## src/rtl/clk_gate_ctrl.sv

```systemverilog
// Clock-gate enable controller: idle hold-off, gating, and timed wake handshake.
// Outputs are registered/decoded from state only, so there is no input-to-output path.
module clk_gate_ctrl #(
  parameter int DLY_W    = 8,
  parameter int CNT_W    = 16,
  parameter int WAKE_LAT = 2
) (
  input  logic             clk_i,
  input  logic             rst_ni,
  input  logic             busy_i,
  input  logic             sleep_req_i,
  input  logic             wake_req_i,
  input  logic             force_on_i,
  input  logic [DLY_W-1:0] idle_dly_i,
  input  logic             clr_cnt_i,
  output logic             clk_en_o,
  output logic             sleep_ack_o,
  output logic             wake_ack_o,
  output logic [1:0]       state_o,
  output logic [CNT_W-1:0] gated_cnt_o
);

  localparam int WK_W = (WAKE_LAT > 1) ? $clog2(WAKE_LAT) : 1;
  localparam logic [WK_W-1:0] WK_LOAD = WK_W'(WAKE_LAT - 1);

  typedef enum logic [1:0] {
    RUN       = 2'd0,
    IDLE_WAIT = 2'd1,
    GATED     = 2'd2,
    WAKE      = 2'd3
  } state_t;

  state_t           state_q, state_d;
  logic [DLY_W-1:0] dly_q, dly_d;
  logic [WK_W-1:0]  wk_q, wk_d;
  logic             ack_q, ack_d;
  logic             wake_q;
  logic [CNT_W-1:0] cnt_q;

  always_comb begin
    state_d = state_q;
    dly_d   = dly_q;
    wk_d    = wk_q;
    ack_d   = 1'b0;
    case (state_q)
      RUN: begin
        if (sleep_req_i && !busy_i && !force_on_i && !wake_req_i) begin
          state_d = IDLE_WAIT;
          dly_d   = idle_dly_i;
        end
        // edge-detect so a held request acknowledges only once
        ack_d = wake_req_i && !wake_q;
      end
      IDLE_WAIT: begin
        if (busy_i || wake_req_i || force_on_i || !sleep_req_i) begin
          state_d = RUN;
          ack_d   = wake_req_i;
        end else if (dly_q == '0) begin
          state_d = GATED;
        end else begin
          dly_d = dly_q - 1'b1;
        end
      end
      GATED: begin
        if (wake_req_i || busy_i || force_on_i) begin
          state_d = WAKE;
          wk_d    = WK_LOAD;
        end
      end
      WAKE: begin
        if (wk_q == '0) begin
          state_d = RUN;
          ack_d   = 1'b1;
        end else begin
          wk_d = wk_q - 1'b1;
        end
      end
      default: state_d = RUN;
    endcase
  end

  always_ff @(posedge clk_i) begin
    if (!rst_ni) begin
      state_q <= RUN;
      dly_q   <= '0;
      wk_q    <= '0;
      ack_q   <= 1'b0;
      wake_q  <= 1'b0;
      cnt_q   <= '0;
    end else begin
      state_q <= state_d;
      dly_q   <= dly_d;
      wk_q    <= wk_d;
      ack_q   <= ack_d;
      wake_q  <= wake_req_i;
      if (clr_cnt_i)
        cnt_q <= '0;
      else if (state_q == GATED && cnt_q != '1)
        cnt_q <= cnt_q + 1'b1;
    end
  end

  assign clk_en_o    = (state_q != GATED);
  assign sleep_ack_o = (state_q == GATED);
  assign wake_ack_o  = ack_q;
  assign state_o     = state_q;
  assign gated_cnt_o = cnt_q;

endmodule

```

## config.mk

```make
export PLATFORM = sky130hd
export DESIGN_NAME = clk_gate_ctrl
export DESIGN_NICKNAME = d
export VERILOG_FILES = /design/src/rtl/clk_gate_ctrl.sv
export SDC_FILE = /design/constraint.sdc
export NUM_CORES = 1
export LEC_CHECK = 0
export BUFFER_PORTS_ARGS = -buffer_cell sky130_fd_sc_hd__buf_2
export CORE_UTILIZATION = 58
export DETAILED_ROUTE_END_ITERATION = 12
export PLACE_DENSITY = 0.84
export SYNTH_ARGS = -nofsm -noshare
export SYNTH_HDL_FRONTEND = slang
export SYNTH_SLANG_ARGS = --single-unit
export TNS_END_PERCENT = 30
```

## constraint.sdc

```tcl
create_clock -name clk_i -period 5.4 [get_ports clk_i]
set_input_delay 0.54 -clock clk_i [delete_from_list [all_inputs] [get_ports clk_i]]
set_output_delay 0.54 -clock clk_i [all_outputs]
set_load 0.05 [all_outputs]
```

# Word level (Yosys, flattened, before mapping)
# Cells that the tools add are included.
totals:
  ff_bits: 29
  inputBits: 15
  output_inout_bits: 21
  wordCells: 58
classes:
  add_sub_neg: 3
  n_eq_ne: 11
  n_mux: 16
  n_bitwise: 1
  n_reduce_logical: 21
op_table:
  columns: ["op", "count"]
  rows:
  - ["two-way mux 8 bit", 3]
  - ["adder 16 x 1 -> 16 bit (second input constant)", 1]
  - ["!= test 16 bit (second input constant)", 1]
  - ["case mux 8 bit (2 select lines)", 1]
  - ["two-way mux 2 bit", 5]
  - ["!= test 2 bit (second input constant)", 5]
  - ["logical NOT 8 bit", 1]
  - ["case mux 2 bit (4 select lines)", 1]
  - ["AND reduction 4 bit", 2]
  - ["subtractor 8 x 1 -> 8 bit (second input constant)", 1]
  - ["logical AND 1 bit", 5]
  - ["logical NOT 1 bit", 5]
  - ["== test 2 bit (second input constant)", 2]
  - ["two-way mux 1 bit", 4]
  - ["nonzero test 2 bit", 2]
  - ["logical OR 1 bit", 3]
  - ["!= test 3 bit (second input constant)", 1]
  - ["case mux 1 bit (3 select lines)", 1]
  - ["== test 2 x 1 -> 1 bit (second input constant)", 1]
  - ["logical NOT 2 bit", 1]
  - ["!= test 2 x 1 -> 1 bit (second input constant)", 1]
  - ["case mux 1 bit (2 select lines)", 1]
  - ["AND reduction 2 bit", 1]
  - ["OR reduction 2 bit", 1]
  - ["other kinds (2)", 2]

# Logic depth before layout (Yosys ltp)
depth:
  word_depth: 6
  depth_mapped: 6
  mapped_depth_nobuf: 6

# Worst setup path after synthesis
# Ideal clock, no wire load.
synth_path:
  path_kind: "flip-flop to flip-flop"
  start: "register (tool-made name)"
  end: "register cnt_q[14] (netlist: gated_cnt_o[14])"
  t_arrival_ns: 2.115
  t_required_ns: 5.330
  path_slack_ns: 3.215
  path_stages_with_launch: 7
  period_less_slack_ns: 2.185
  cell_sequence: "dfxtp_1 -> nand2b_4 -> buf_6 -> inv_1 -> nand4_1 -> or3_1 -> a21oi_1"
synth_rtl:
  columns: ["item", "line", "source"]
  rows:
  - ["end signal, assigned", "99", "cnt_q <= cnt_q + 1'b1;"]
  - ["end, declared", "38", "logic [CNT_W-1:0] cnt_q;"]

# Worst setup path in the final report
layout_path:
  start: "register cnt_q[1] (netlist: gated_cnt_o[1])"
  end: "register cnt_q[7] (netlist: gated_cnt_o[7])"
layout_via:
  elab_chain_len: 2
  word_cells_on_any_way: 3
  cone_classes: "1 x add/sub; 1 x eq/ne; 1 x reduce/logical"
layout_rtl:
  columns: ["item"]
  rows:
  - ["parallel branches: the longest is 2 deep, another holds adder 16 x 1 -> 16 bit"]
# Parallel ways; which one is timed is not known.
# A chain may end at the register's enable or synchronous reset.

==> flow_summary.ini <==
[status]
outcome = complete, no violations

[worst_setup_path]
start_kind = flip-flop
crit_chain = ha_1 > nand4_1 > nor4_4 > o21ai_0 > a21oi_1
reg2regPathDepth = 5
critPathArrivalTime_ns = 2.42
path_delay_family = simple AND/OR/NAND/NOR gates
end_kind = flip-flop
worstPathRequired_ns = 5.64
path_depth = 5
critPathBufInv = 0
worst-path-max-fanout = 18
slowest_delay_ns = 0.77
critPathSlowestCell = nor4_4
crit_type = reg -> reg

[sta]
final-setup-viol-count = 0
maxSlewHeadroom = 0.501
min_period_over_period = 0.405
tns_ns = 0
timing.fmax_mhz = 457
setup_slack_ns = 3.21
grt_setup_unrepaired = no
min_period_ns = 2.19
worst_pin_slew_ns = 0.743
maxSlewViolCount = 0
clock-skew-final_ns = 0.0153
hold_viol = 0

[clock_tree]
post_cts_buffers = 0
cts_tree = done
clkLatencyLatePin_ns = 0.32
path_clk_slew_ns = 0.10
numCtsBuffers = 5
cts-root-buf = clkbuf_4
clockBufferDepth = 2
htreeDepth = 2
cts_hold_buffers = 0
cts_sinks = 29
cts-resized-gates = 0

[synth]
synth_ff_type = dfxtp_1
yosysUniqueCellTypes = 52
syn_nets = 221
synth_area_mm2 = 0.00167
synth-seq-area-share = 0.348
synthArstFlopShare = 0
postSynthAreaPerCell_um2 = 8.23
synth_enable_flop_cells = 0
ys_ff_latch = 29
syn_inst = 203
yosysWarnings = 0

[power]
p_comb_frac = 0.069
clockPowerShare = 0.428
p_leak_nw = 0.716
ir_drop_v = 0.000280
sw_frac_of_total = 0.219
pwr-share-seq = 0.503
power_density_mw_per_mm2 = 226
total_power_mw = 0.433
power_switching_mw = 0.0949
internal-power_mw = 0.338

[global_route]
grt_max_degree = 19
grt_pass1_vias = 1496
grt_pass1_wl_um = 6350
track_usage = 0.254
grt_overflow = 0
antenna_found_initial = 0

[drt]
drtPass1Iterations = 4
initialDrtViolationCount = 92
drc = 0
wirelength_um = 3750
wl_per_cell_um = 14.0
ant_nets = 0
viasPerCell = 6.51
vias = 1746

[die]
die_width_um = 55.7
die-height_um = 55.7
rows = 19
core_mm2 = 0.00273
start_util = 0.611
io_pins = 36
dieArea_mm2 = 0.00310

[finish]
mostFrequentLayoutCell = buf_2
final_cell_mix = buf_2 (35), dfxtp_1 (29), nand2_1 (23), a21oi_1 (18), nor2_1 (13)
fillers = 238
nets = 254
final_cells = 268
layout-drive-gt1-share = 0.228
fin_area_mm2 = 0.00191
area_growth_pct = 14.6
n_antenna_cell = 0

[placement]
dpl.hpwl_um = 2680
dp_cells = 260
placed_area_mm2 = 0.00183
port_buffers = 35
gp_congestion = 0.856
dp_slack_ns = 3.28

[flow_run]
maxCapViolations = 0

[min_path]
hold-path-cell-count = 3
min_path_type = in -> reg
cell usage after synthesis, types with 4 or more instances:
master	n	area share
a211oi_1	5	0.022
a21oi_1	18	0.054
clkbuf_1	4	0.0090
dfxtp_1	29	0.35
inv_1	7	0.016
nand2_1	23	0.052
nand3_1	6	0.018
nand4_1	10	0.037
nor2_1	13	0.029
nor3_1	4	0.012
o21ai_0	8	0.024
o31ai_1	8	0.036
or3_1	6	0.022
or4_1	6	0.027
logic make-up (layout without fill, tap and decap cells):
logic type	after synthesis	after routing	synth area share
and+or+nand+nor	93	93	0.330
DFF	29	29	0.348
AOI/OAI and AO/OA	61	61	0.249
buffers and inverters	17	51	0.0509
adders and majority gates	3	3	0.0225
per-layer routing:
metal  global-route usage  part of all wire  vias to the layer above
li1                     -                 -                      844
met1                0.354              0.47                      819
met2                0.386              0.45                       72
met3               0.0488             0.068                       11
met4                0.107             0.014                        0
met5                    0                 0                        -
sequential cells by signal (all words and copies together) (netlist names), named ones only:
register	count
wake_q	1
state_o	1
wk_q	1
dly_q	8
gated_cnt_o	16
wake_ack_o	1
worst paths after layout:
| check | slack, ns | start | to |
|---|---|---|---|
| max reg2reg | 3.21 | gated_cnt_o[1]$_SDFFE_PP0P_ | gated_cnt_o[7]$_SDFFE_PP0P_ |
| min reg2reg | 0.48 | dly_q[7]$_SDFFE_PN0P_ | dly_q[7]$_SDFFE_PN0P_ |
| min | 0.46 | wake_req_i | wake_q$_SDFF_PN0_ |
| max | 3.21 | gated_cnt_o[1]$_SDFFE_PP0P_ | gated_cnt_o[7]$_SDFFE_PP0P_ |
per-stage QoR:
stage / hold WS [ns] / util
after detailed placement: 0.473 / 0.669
after CTS: 0.454 / 0.700
after global routing: 0.445 / 0.700
after global placement: 0.448 / 0.669
after floorplan: 0.438 / -
final: 0.463 / 0.700
power by group through the flow:
stage | Clock, mW | Combinational, mW | Sequential (mW)
after floorplan | 0 | 0.0183 | 0.224
after global placement | 0 | 0.0291 | 0.223
after detailed placement | 0 | 0.0296 | 0.223
after CTS | 0.188 | 0.0297 | 0.218
after global routing | 0.199 | 0.0331 | 0.218
final | 0.185 | 0.0300 | 0.218
tightest hold or removal path: stages:
cell	delay, ns
buf_2	0.11
inv_1	0.06
nor2_1	0.04
area by class of cell:
type | instances | area [um^2] | share of cell area
Clock buffer | 7 | 55.1 | 0.0288
Inverter | 8 | 30.0 | 0.0157
Clock inverter | 1 | 30.0 | 0.0157
Timing Repair Buffer | 35 | 175 | 0.0915
Multi-Input combinational cell | 157 | 1000 | 0.525
Tap cell | 31 | 38.8 | 0.0203
Sequential cell | 29 | 581 | 0.303
(Power assumes the default switching activity.)
